--- config.mk ---
export PLATFORM = sky130hd
export DESIGN_NAME = seq_alu
export DESIGN_NICKNAME = d
export VERILOG_FILES = /design/src/rtl/seq_alu.sv
export SDC_FILE = /design/constraint.sdc
export NUM_CORES = 1
export LEC_CHECK = 0
export ABC_AREA = 1
export BUFFER_PORTS_ARGS = -buffer_cell sky130_fd_sc_hd__clkbuf_2
export CAP_MARGIN = 20
export CORE_ASPECT_RATIO = 0.7
export CORE_MARGIN = 10
export CORE_UTILIZATION = 45
export CTS_CLUSTER_SIZE = 10
export DETAILED_ROUTE_END_ITERATION = 8
export PLACE_DENSITY = 0.66
export SYNTH_ARGS = -nofsm -noshare
export SYNTH_HDL_FRONTEND = slang
export SYNTH_SLANG_ARGS = --single-unit
--- constraint.sdc ---
create_clock -name clk -period 1.9 [get_ports clk]
set_clock_uncertainty 0.15 [all_clocks]
set_input_delay 0 -clock clk [delete_from_list [all_inputs] [get_ports clk]]
set_output_delay 0 -clock clk [all_outputs]
set_load 0.01 [all_outputs]
--- src/rtl/seq_alu.sv ---
// seq_alu -- registered, back-pressurable ALU with iterative multiply/divide.
//
// Accepts one operation at a time over a valid/ready handshake, computes it
// either in a single cycle (add, sub, and, or, not, xor, div by zero) or with
// a bit-serial sequencer (mul: shift-add, div: restoring division), then holds
// the result until the consumer takes it.
//
// Build option:
//   SEQ_ALU_MULDIV_EN  defined   -> mul/div sequencers present
//                      undefined -> op 010/011 finish in one cycle as illegal
//                                   ops (y = 0, div_zero = 1)
//
// Parameters:
//   WIDTH      operand/result width, 2..32
//
// Ports:
//   clk        rising-edge clock
//   rst_n      asynchronous reset, active low
//   in_valid   producer presents op/a/b
//   in_ready   block is idle and will take an op
//   op         000 add, 001 sub, 010 mul, 011 div, 100 and, 101 or,
//              110 not a, 111 xor
//   a, b       operands
//   out_valid  y and flags hold a completed result
//   out_ready  consumer takes the result
//   y          result
//   zero       y == 0
//   carry      add carry-out / sub borrow / mul overflow, else 0
//   div_zero   div with b == 0 (illegal-op flag when mul/div are absent)

module seq_alu #(
   parameter int WIDTH = 8
) (
   input  logic             clk,
   input  logic             rst_n,
   input  logic             in_valid,
   output logic             in_ready,
   input  logic [2:0]       op,
   input  logic [WIDTH-1:0] a,
   input  logic [WIDTH-1:0] b,
   output logic             out_valid,
   input  logic             out_ready,
   output logic [WIDTH-1:0] y,
   output logic             zero,
   output logic             carry,
   output logic             div_zero
);

   if (WIDTH < 2 || WIDTH > 32) begin : g_width_chk
      $error("seq_alu: WIDTH must be in 2..32");
   end

   localparam logic [2:0] OP_ADD = 3'b000;
   localparam logic [2:0] OP_SUB = 3'b001;
   localparam logic [2:0] OP_MUL = 3'b010;
   localparam logic [2:0] OP_DIV = 3'b011;
   localparam logic [2:0] OP_AND = 3'b100;
   localparam logic [2:0] OP_OR  = 3'b101;
   localparam logic [2:0] OP_NOT = 3'b110;
   localparam logic [2:0] OP_XOR = 3'b111;

   typedef enum logic [1:0] {IDLE, MUL, DIV, DONE} state_t;

   state_t state, state_nxt;
   logic   accept;

   assign in_ready  = (state == IDLE);
   assign out_valid = (state == DONE);
   assign accept    = in_valid && in_ready;

   // ------------------------------------------------------------------
   // Single-cycle result, computed straight from the input operands so it
   // can be registered on the accept edge. Bit WIDTH is the carry/borrow.
   // ------------------------------------------------------------------
   logic [WIDTH:0]   sc_wide;
   logic [WIDTH-1:0] sc_y;
   logic             sc_dz;

   always_comb begin
      sc_wide = '0;
      sc_dz   = 1'b0;
      case (op)
         OP_ADD: sc_wide = {1'b0, a} + {1'b0, b};
         // Borrow falls out as bit WIDTH of the wrapped difference.
         OP_SUB: sc_wide = {1'b0, a} - {1'b0, b};
         OP_AND: sc_wide = {1'b0, a & b};
         OP_OR:  sc_wide = {1'b0, a | b};
         OP_NOT: sc_wide = {1'b0, ~a};
         OP_XOR: sc_wide = {1'b0, a ^ b};
`ifdef SEQ_ALU_MULDIV_EN
         // Only the b == 0 case of div finishes here; b != 0 goes to DIV.
         OP_DIV: begin
            sc_wide = {1'b0, {WIDTH{1'b1}}};
            sc_dz   = 1'b1;
         end
`else
         // No sequencers: mul/div are flagged as illegal with y = 0.
         OP_MUL, OP_DIV: begin
            sc_wide = '0;
            sc_dz   = 1'b1;
         end
`endif
         default: begin
            sc_wide = '0;
            sc_dz   = 1'b0;
         end
      endcase
   end

   assign sc_y = sc_wide[WIDTH-1:0];

`ifdef SEQ_ALU_MULDIV_EN
   // ------------------------------------------------------------------
   // Mul/div sequencer. hi/lo form one 2*WIDTH-bit working register:
   //   mul: hi = partial product high half, lo = multiplier shifting out
   //        as product low bits shift in
   //   div: hi = partial remainder, lo = dividend shifting out as quotient
   //        bits shift in
   // ------------------------------------------------------------------
   localparam int CW = $clog2(WIDTH) + 1;

   typedef struct packed {
      logic [WIDTH-1:0] a;   // multiplicand
      logic [WIDTH-1:0] b;   // divisor
   } opnd_t;

   opnd_t            opnd;
   logic [CW-1:0]    cnt;
   logic [WIDTH-1:0] hi, lo, hi_nxt, lo_nxt;
   logic [WIDTH:0]   mul_sum, div_sh, div_trial;
   logic             start_mul, start_div;

   assign start_mul = accept && (op == OP_MUL);
   assign start_div = accept && (op == OP_DIV) && (b != '0);

   always_comb begin
      hi_nxt    = hi;
      lo_nxt    = lo;
      mul_sum   = '0;
      div_sh    = '0;
      div_trial = '0;
      if (state == MUL) begin
         mul_sum          = {1'b0, hi} + (lo[0] ? {1'b0, opnd.a} : '0);
         {hi_nxt, lo_nxt} = {mul_sum, lo[WIDTH-1:1]};
      end else if (state == DIV) begin
         div_sh    = {hi, lo[WIDTH-1]};
         div_trial = div_sh - {1'b0, opnd.b};
         // Top bit set means the trial went negative: restore, quotient 0.
         if (!div_trial[WIDTH]) begin
            hi_nxt = div_trial[WIDTH-1:0];
            lo_nxt = {lo[WIDTH-2:0], 1'b1};
         end else begin
            hi_nxt = div_sh[WIDTH-1:0];
            lo_nxt = {lo[WIDTH-2:0], 1'b0};
         end
      end
   end

   always_ff @(posedge clk or negedge rst_n) begin
      if (!rst_n) begin
         opnd <= '0;
         hi   <= '0;
         lo   <= '0;
         cnt  <= '0;
      end else if (start_mul || start_div) begin
         opnd <= '{a: a, b: b};
         hi   <= '0;
         lo   <= start_mul ? b : a;
         cnt  <= CW'(WIDTH - 1);
      end else if (state == MUL || state == DIV) begin
         hi <= hi_nxt;
         lo <= lo_nxt;
         if (cnt != '0) cnt <= cnt - CW'(1);
      end
   end
`endif

   // ------------------------------------------------------------------
   // Control
   // ------------------------------------------------------------------
   always_ff @(posedge clk or negedge rst_n) begin
      if (!rst_n) state <= IDLE;
      else        state <= state_nxt;
   end

   always_comb begin
      state_nxt = state;
      case (state)
         IDLE: begin
            if (accept) begin
`ifdef SEQ_ALU_MULDIV_EN
               if (start_mul)      state_nxt = MUL;
               else if (start_div) state_nxt = DIV;
               else                state_nxt = DONE;
`else
               state_nxt = DONE;
`endif
            end
         end
`ifdef SEQ_ALU_MULDIV_EN
         // The count==0 cycle still performs the last iteration.
         MUL, DIV: if (cnt == '0) state_nxt = DONE;
`endif
         DONE: if (out_ready) state_nxt = IDLE;
         default: state_nxt = IDLE;
      endcase
   end

   // ------------------------------------------------------------------
   // Result registers: loaded on the accept edge for single-cycle ops or on
   // the final sequencer iteration, otherwise held (stable through DONE).
   // ------------------------------------------------------------------
   always_ff @(posedge clk or negedge rst_n) begin
      if (!rst_n) begin
         y        <= '0;
         zero     <= 1'b0;
         carry    <= 1'b0;
         div_zero <= 1'b0;
      end else begin
`ifdef SEQ_ALU_MULDIV_EN
         if (accept && !start_mul && !start_div) begin
`else
         if (accept) begin
`endif
            y        <= sc_y;
            zero     <= (sc_y == '0);
            carry    <= sc_wide[WIDTH];
            div_zero <= sc_dz;
         end
`ifdef SEQ_ALU_MULDIV_EN
         if ((state == MUL || state == DIV) && cnt == '0) begin
            y        <= lo_nxt;
            zero     <= (lo_nxt == '0);
            // Mul overflow: any bit set in the high half of the product.
            carry    <= (state == MUL) && (hi_nxt != '0);
            div_zero <= 1'b0;
         end
`endif
      end
   end

endmodule

# == Word level (Yosys, flattened, before mapping) ==
# Index checks and enable logic that the tools add are counted.
# totals
regBits,13
output_inout_bits,13
input_bits,23
word_cells,32
# op_classes
eq_ne,10
n_addsub,2
bitwise_logic,4
reduce_logical,6
muxes,5
# op_table
operator,n
case mux 9 bit (7 select lines),1
== test 3 bit (second input constant),4
adder 8 x 8 -> 9 bit,1
subtractor 8 x 8 -> 9 bit,1
bitwise AND 8 bit,1
zero test 8 bit,1
NOT 8 bit,1
OR 8 bit,1
bitwise XOR 8 bit,1
== test 3 x 2 -> 1 bit (second input constant),2
2-to-1 mux 2 bit,2
!= test 2 x 1 -> 1 bit (second input constant),2
case mux 2 bit (2 select lines),1
== test 3 x 1 -> 1 bit (second input constant),1
zero test 3 bit,1
== test 2 bit (second input constant),1
zero test 2 bit,1
AND reduction 2 bit,1
OR reduction 2 bit,1
logical AND 1 bit,1
2-to-1 mux 1 bit,1

# == Longest topological paths before layout ==
# Gate-level depths: netlist of run 1.
# logic_depth
depth_word,4
ltp_mapped,20
mapped_depth_nobuf,19

# == Worst setup path after synthesis of run 1 ==
# Ideal clock, no wire load.
# synth_path
kind,input -> register
startpoint,input port op[1]
endpoint,register carry
setup_time_ns,0.117
path_buffers,1
stages,18
slack_ns,-0.176
required_ns,1.633
t_arrival_ns,1.809
cell_sequence,buf_6 > nor2_8 > inv_2 > nor2_4 > inv_2 > nand2_1 > xor2_1 > inv_1 > ha_1 > or2_1 > nand3_1 > nand2_1 > nand2_1 > nand2_1 > nand2_1 > nand3b_1 > nand3_1 > nand2_1
# synth_between
elab_chain_cells,3
word_cells_on_any_way,10
cone_classes,eq/ne: 7; mux: 1; reduce/logical: 2
# synth_rtl
element,line_no,rtl
from (decl),38,"input logic [2:0] op,"
== test 3 x 2 -> 1 bit,82,case (op)
OR reduction 2 bit,82,
case mux 9 bit (7 select lines) (*),82,
to (signal assigned),227,carry <= sc_wide[WIDTH];
to (decl),45,"output logic carry,"
# Mark *: on every way between the ends. The rest lies on a longest branch, timed or not.
# A chain may end at the register's enable or synchronous reset.

# == Final worst setup path of run 1 ==
# layout_path
startpoint,input port op[2]
endpoint,register carry
# Same word-level chain as after synthesis.

==> results.md, run 1 <==
- Outcome: finished, violations left
- Relative contribution of the clock network to total power: 0.217
- Number of cells after detailed placement: between 300 and 400
- Half-perimeter wire length of the detailed placement result: roughly 4000 um
- Cells after synthesis: between 200 and 300
- Master cell of the clock root buffer: clkbuf_8
- Total die area: around 6600 um2
- Final #Nets: 381
- Maximum fanout encountered on the critical timing path: 5
- Yosys warns: 0
- Clock insertion delay at the later pin of the skew report: approximately 240 ps
- Number of CTS-inserted buffers: 3
- Global-route wire length before repair: a little over 8000 um
- Placeable Area: around 3600 um2
- DRC viols: 0
- Cell Area, Synth: around 1700 um2
- Portion of total power attributed to sequential cells: 0.258
- Static power due to leakage: roughly 0.0013 uW
- GR Overflow Total: 0
- Pin count of the biggest net entering global routing: 16
- Antenna diode count: 0
- Critical path, cell by cell: buf_8, nor2_8, inv_4, nor2_4, inv_2, nand2_1, xor2_1, inv_1, ha_4, nand2_1, inv_1, nand3_2, nand2_2, nand2_2, nand2_1, nand2_1, nand2_1, nand2_1, nand3_2, nand2_1
- Initial antenna violation count: 0
- Portion of the post-synthesis area used by sequential elements: 0.178
- Avg Cell Area, Syn: 6.45 um2
- Worst slew margin relative to its limit: 0.784
- Length of the first detailed-routing pass in iterations: 4
- Element type at the critical path start: input port
- Vias in the first global route: 1779
- Layout fillers: between 300 and 400
- Required time of the critical path: between 1500 and 2000 ps
- H-tree depth reported by CTS: 1
- Placed cell areas: about 2100 um2
- Transition time at the pin with the least slew margin: around 320 ps
- Fraction of layout cells with a size suffix above 1: 0.350
- Share of the core filled with cells in the final layout: 0.665
- Post-synth top area cell: ha_1
- Count of maximum capacitance violations: 0
- Sort of element at the end of the critical path: register
- Category of the most critical setup path: input port to register
- Most frequent cell on the critical path: nand2_1
- Switching pwr: around 500 uW
- Post-route non-filler standard cell count: 381
- Finish-stage setup viols: 0
- WP data arrival: around 1900 ps
- # port buffers: 35
- Clock Pin Slew Worst Setup and Hold Paths: ~60 ps
- Violated checks: negative hold slack
- Worst path max stage delay: 290 ps
- IO Pins: 36
- IR Drop Worst-Case VDD: approximately 0.38 mV
- Upper clock frequency limit: between 0.5 and 0.6 GHz
- CP max-delay cell: ha_4
- Switch share: 0.394
- Total wire length: 4940 um
- RSZ-0062 raised after global routing: yes
- Post-synthesis register bit count: 12
- Netlist cell types: 31
- Maximum number of buffers from clock root to sink: 2
- Area Overhead vs Synth: 39.9%
- Area fraction of the dominant cell type after synthesis: 0.185
- Initial DRC Count: 88
- Final Slew Violations: 0
- Global Route Usage Sum: 0.148
- Class of the tightest hold or removal check: input port to register
- Drt wl/cell: roughly 13 um
- Total number of vias: approximately 1800
- Starting utilization of the core area: 0.475
- Comb pwr share: 0.525
- Floorplan die height: a little over 70 um
- Internal power: 791 uW
- Clock period minus worst slack: approximately 1900 ps
- Leading post-synthesis cells by cell area: ha_1 19%, dfrtp_1 18%, nand2_1 17%, inv_1 11%, nor2_1 5.8%
- Pwr Density: between 500 and 600 nW/um2
- CP top delay family: simple AND/OR/NAND/NOR gates
- Via density: 4.78
- Design Area, Final: about 2400 um2
- Syn nets: a little over 300
- Die span in x: roughly 93 um
- TritonCTS Sinks: 12
- CTS tree: done
- Number of buffers and inverters on the critical path: 5
- RePlAce Congestion: 0.892
- Tightest hold margin: -3.18 ps
- Hold Vio Cnt, Final: 1
- Number of routed nets with antenna violations: 0
- Row cnt: 18
- Period utilization: 0.989
==> power by group through the flow <==
stage,Combinational [uW],Sequential [uW],Clock (uW)
after floorplan,342,366,0
after global placement,608,339,0
after detailed placement,616,341,0
after CTS,635,337,287
after global routing,775,345,303
final,685,337,283
==> worst register-to-register path: cells and delay by family, from the launching register on <==
kind / cells / cell delay (ps)
DFF: 1 / 400
and+or+nand+nor: 7 / 740
AOI/OAI and AO/OA: 1 / 80
buffers and inverters: 1 / 90
==> routing by layer <==
layer	global-route usage	vias to the layer above	routed length (um)
met5	0	-	0
met4	0.0273	0	8
met3	0.0219	2	268
met2	0.237	44	2250
met1	0.208	822	2410
li1	-	954	-
==> kinds of logic (layout without fill, tap and decap cells) <==
logic type,after synthesis,after routing,share of synthesized area
AOI/OAI and AO/OA,23,23,0.0822
xor gates and xnor gates,6,6,0.0311
adders and majority gates,26,26,0.197
buffers and inverters,56,125,0.135
DFF,12,12,0.178
and+or+nand+nor,139,139,0.378
==> layout make-up <==
class                      instances  area (um2)  share of cell area
multi-input combinational        194        1300               0.548
inverter                          53         204              0.0862
timing repair buffer              68         447               0.189
tap                               50        62.6              0.0265
sequential                        12         300               0.127
clock buffer                       4        55.1              0.0233
==> what timing repair did <==
item                                    4_1_cts  5_1_grt
pin swaps                                     7       21
endpoints found under the hold margin        14        0
hold buffers                                  3        0
resized for setup                             4       34
setup buffers                                 2        1
endpoints found under the setup margin        2        7
==> cell usage in the layout (no fill, tap or decap), drive strengths merged <==
master,Yosys,routed
nand2,80,80
inv,53,53
clkbuf,1,37
buf,2,32
nor2,32,32
ha,25,25
nand3,20,20
dfrtp,12,12
o21ai,11,11
xor2,6,6
nand4,4,4
o31ai,4,4
a31oi,3,3
dlygate4sd3,0,3
a21oi,3,3
o2111ai,1,1
or2,1,1
nor3b,1,1
a21boi,1,1
nand3b,1,1
fa,1,1
==> state kept, by name, indices dropped and copies added (netlist names) <==
name,cells
carry,1
zero,1
div_zero,1
y,8
state,1
==> cells in the mapped netlist (all sizes together) <==
library cell,instances
a21boi,1
a21oi,3
a31oi,3
buf,2
clkbuf,1
dfrtp,12
fa,1
ha,25
inv,53
nand2,80
nand3,20
nand3b,1
nand4,4
nor2,32
nor3b,1
o2111ai,1
o21ai,11
o31ai,4
or2,1
xor2,6
==> final timing paths <==
path,startpoint,endpoint,slack [ps],cells after the start
max in group asynchronous,rst_n,div_zero,1330,2
hold reg to reg,zero,zero,330,2
setup / recovery,op[2],carry,20,20
min in group asynchronous,rst_n,y[4],30,2
hold / removal,op[2],div_zero,-3,3
setup reg to reg,state[0],zero,410,9
==> stage by stage <==
step	hold WS [ps]	worst slack, ps	total power [uW]	TNS (ps)
6_report	-3.18	21.1	1310	0
5_1_grt	25.9	-171	1420	-418
4_1_cts	31.3	0.296	1260	0
3_5_place_dp	-246	-280	958	-1190
3_3_place_gp	-251	-264	947	-1180
2_1_floorplan	-446	-88.5	707	-188
No activity file was read; power rests on OpenSTA's default activity.
==> run 2, diff against run 1 <==
- ABC_AREA: 1 -> 0
- PLACE_DENSITY: 0.66 -> 0.71
==> run 2 against run 1 <==
  * Cell area rose by 3.2%
  * The run ends with negative setup slack left
  * Global-route usage grew 1.1 points
  * Register-to-register slack about the same
  * Clock power hardly changed
  * Largest power group unchanged
  * Synthesized cell count down 25%
  * Core utilization rose by 9.5 points
  * Synthesized area fell by 9.3%
  * Wire length down 0.14%
==> results.md, run 2 <==
- Outcome: finished, violations left (unchanged)
- Violated checks: negative setup slack (was negative hold slack)
- Element type at the critical path start: input port (unchanged)
- TritonCTS Sinks: 12 (unchanged)
- Row cnt: 17 (was 18)
- Maximum fanout encountered on the critical timing path: 4 (was 5)
- Sort of element at the end of the critical path: register (unchanged)
- Initial DRC Count: 129 (was 88)
- Transition time at the pin with the least slew margin: 381 ps (was 321 ps)
- Post-synth EDFFs: 0 (unchanged)
- Sequential cell area: 300 um2 (unchanged)
- Count of maximum capacitance violations: 0 (unchanged)
- Length of the first detailed-routing pass in iterations: 4 (unchanged)
- Critical path, cell by cell: buf_8, nor2_4, and2_4, a31oi_4, xnor2_2, ha_1, o21ai_2, o21bai_4, a2111oi_4, nor3_2, xor2_1, o31ai_2 (was buf_8, nor2_8, inv_4, nor2_4, inv_2, nand2_1, xor2_1, inv_1, ha_4, nand2_1, inv_1, nand3_2, nand2_2, nand2_2, nand2_1, nand2_1, nand2_1, nand2_1, nand3_2, nand2_1)
- Tightest hold margin: 12.4 ps (was -3.18 ps)
- Most used flip-flop cell after synthesis: dfrtp_1 (unchanged)
- Leading post-synthesis cells by cell area: ha_1 20%, dfrtp_1 20%, a21oi_1 5.9%, inv_1 4.9%, nand2_1 4.4% (was ha_1 19%, dfrtp_1 18%, nand2_1 17%, inv_1 11%, nor2_1 5.8%)
- Master cell of the clock root buffer: clkbuf_8 (unchanged)
- Cell depth of the worst flop-to-flop path: 6 (was 9)
- Cell Area, Synth: 1530 um2 (was 1690 um2)
- H-tree depth reported by CTS: 1 (unchanged)
- Setup TNS: -854 ps (was 0 ps)
- Critical register-to-register path startpoint: state[0] (unchanged)
- Antenna diode count: 0 (unchanged)
- Asr flop ratio synth: 1.00 (unchanged)
- Area taken by multi-input logic gates: 1360 um2 (was 1300 um2)
- Period utilization: 1.10 (was 0.989)
- CTS tree: done (unchanged)
- Post-synthesis register bit count: 12 (unchanged)
- Library cell with the highest instance count after synthesis: ha_1 (was nand2_1)
- Pin count of the biggest net entering global routing: 33 (was 16)
- RePlAce Congestion: 0.925 (was 0.892)
- Vias in the first global route: 1682 (was 1779)
- Total die area: 6180 um2 (was 6650 um2)
- Netlist cell types: 44 (was 31)
- CP max-delay cell: ha_1 (was ha_4)
- Total wire length: 4930 um (was 4940 um)
- Number of flip-flops under the largest register name: 8 (unchanged)
- Worst slew margin relative to its limit: 0.739 (was 0.784)
- Global Route Usage Sum: 0.160 (was 0.148)
- Upper clock frequency limit: 0.479 GHz (was 0.532 GHz)
- Floorplan die height: 68.9 um (was 71.3 um)
- Comb pwr share: 0.559 (was 0.525)
- IO Pins: 36 (unchanged)
- Area Overhead vs Synth: 59.1% (was 39.9%)
- GR Overflow Total: 0 (unchanged)
- Total power after layout: 1410 uW (was 1310 uW)
- Relative contribution of the clock network to total power: 0.201 (was 0.217)
- Number of CTS-inserted buffers: 3 (unchanged)
- WP data arrival: 2100 ps (was 1860 ps)
- Fraction of layout cells with a size suffix above 1: 0.462 (was 0.350)
- Total number of vias: 1694 (was 1822)
- RSZ-0062 raised after global routing: yes (unchanged)
- Worst path max stage delay: 360 ps (was 290 ps)
- Finish-stage setup viols: 6 (was 0)
- Starting utilization of the core area: 0.478 (was 0.475)
- Clock insertion delay at the later pin of the skew report: 250 ps (was 240 ps)
- Syn nets: 246 (was 311)
- Cells after synthesis: 197 (was 262)
- DRC viols: 0 (unchanged)
- Portion of the post-synthesis area used by sequential elements: 0.196 (was 0.178)
- Class of the tightest hold or removal check: input port to register (unchanged)
- Portion of total power attributed to sequential cells: 0.240 (was 0.258)
- Final #Nets: 327 (was 381)
- Half-perimeter wire length of the detailed placement result: 3810 um (was 4120 um)
- Post-route non-filler standard cell count: 324 (was 381)
- Hold Vio Cnt, Final: 0 (was 1)
- Post-synth top area cell: ha_1 (unchanged)
- Maximum number of buffers from clock root to sink: 2 (unchanged)
- Die span in x: 89.8 um (was 93.3 um)
- Area fraction of the dominant cell type after synthesis: 0.204 (was 0.185)
- Start point of the critical path: op[2] (unchanged)
- Static power due to leakage: 0.00119 uW (was 0.00135 uW)
- Drt wl/cell: 15.2 um (was 13.0 um)
- Worst setup slack after layout: -186 ps (was 21.1 ps)
- Layout fillers: 245 (was 356)
- Switching pwr: 533 uW (was 514 uW)
- Initial antenna violation count: 0 (unchanged)
- Internal power: 880 uW (was 791 uW)
- Switch share: 0.377 (was 0.394)
- Avg Cell Area, Syn: 7.79 um2 (was 6.45 um2)
- Pwr Density: 579 nW/um2 (was 552 nW/um2)
- Global-route wire length before repair: 8200 um (was 8230 um)
- Number of routed nets with antenna violations: 0 (unchanged)
- Commonest cells after routing, fill and taps aside: 42 x buf_4, 33 x clkbuf_2, 22 x ha_1 (was 68 x nand2_1, 44 x inv_1, 33 x clkbuf_2)
- IR Drop Worst-Case VDD: 0.454 mV (was 0.383 mV)
- Category of the most critical setup path: input port to register (unchanged)
- Placeable Area: 3210 um2 (was 3560 um2)
- Clock Pin Slew Worst Setup and Hold Paths: 60 ps (about the same)
- Via density: 5.23 (was 4.78)
- Required time of the critical path: 1910 ps (was 1890 ps)
- Yosys warns: 0 (unchanged)
- Most common cell after layout, fill and taps aside: buf_4 (was nand2_1)
- Number of instances on the worst hold path: 3 (unchanged)
- Clock period minus worst slack: 2090 ps (was 1880 ps)
- Share of the core filled with cells in the final layout: 0.760 (was 0.665)
- Origin of the worst min-delay path: op[2] (unchanged)
- Number of cells after detailed placement: 315 (was 371)
- Synth top cells by count: 25 x ha_1, 20 x inv_1, 18 x a21oi_1, 18 x nand2_1, 18 x nor2_1 (was 78 x nand2_1, 48 x inv_1, 26 x nor2_1)
- Final Slew Violations: 0 (unchanged)
- Register ranked first by flip-flop count: y (unchanged)
- # port buffers: 35 (unchanged)
run 2: cell types whose count changed after synthesis, moves of 8 or more:
cell / previous run / this run
nand2_1: 78 / 18
nor2_1: 26 / 18
a21oi_1: 3 / 18
o21ai_1: 2 / 10
inv_1: 48 / 20
nand3_1: 18 / 1
run 2: what timing repair did:
item | in CTS | in global routing
setup endpoints to repair | 7 | 7
gates resized for setup | 13 | 30
buffers inserted | 2 | 1
pin swaps | 9 | 13
hold buffers | 3 | 0
cloned | 0 | 0
endpoints found under the hold margin | 14 | 0
run 2: logic make-up after synthesis:
kind of cell               share of synthesized area
DFF                                            0.196
muxes                                         0.0277
and+or+nand+nor                                0.167
AOI/OAI and AO/OA                              0.264
adders and majority gates                      0.217
buffers and inverters                         0.0767
xor gates and xnor gates                      0.0514
run 2: power groups by stage:
stage / clock [uW] / sequential, uW / combinational (uW)
2_1_floorplan: 0 / 366 / 359
3_3_place_gp: 0 / 337 / 655
3_5_place_dp: 0 / 342 / 671
4_1_cts: 288 / 337 / 710
5_1_grt: 303 / 347 / 862
6_report: 284 / 339 / 791
run 2: worst max-delay path, delay by kind of cell:
family	cells	cell delay [ps]
and+or+nand+nor	3	390
AOI/OAI and AO/OA	5	930
adders and majority gates	1	360
buffers and inverters	1	100
xor gates and xnor gates	2	330
run 2: final cells by class:
cell class / instances / area share
Timing Repair Buffer: 84 / 0.242
Sequential cell: 12 / 0.123
Inverter: 21 / 0.0323
Multi-Input combinational cell: 156 / 0.556
Tap cell: 47 / 0.0241
Clock buffer: 4 / 0.0226
run 2: stage by stage:
step / cell area [um2] / setup slack, ps
finish: 2440 / -186
global route: 2440 / -280
CTS: 2300 / -196
detailed placement: 2130 / -538
global placement: 2130 / -461
floorplan: 1610 / -423
run 2: metal layers:
metal  GRT usage  vias up  wire length [um]
li1            -      849                 -
met1       0.203      782              2300
met2       0.273       57              2240
met3      0.0399        6               360
met4      0.0321        0                40
met5           0        -                 0
run 2: path summary, 6_finish.rpt:
check	to	slack, ps
worst max-delay path	carry	-190
max in group asynchronous	y[3]	1310
worst min-delay path	div_zero	10
worst max register to register	zero	410
min in group asynchronous	div_zero	40
worst min register to register	y[1]	330
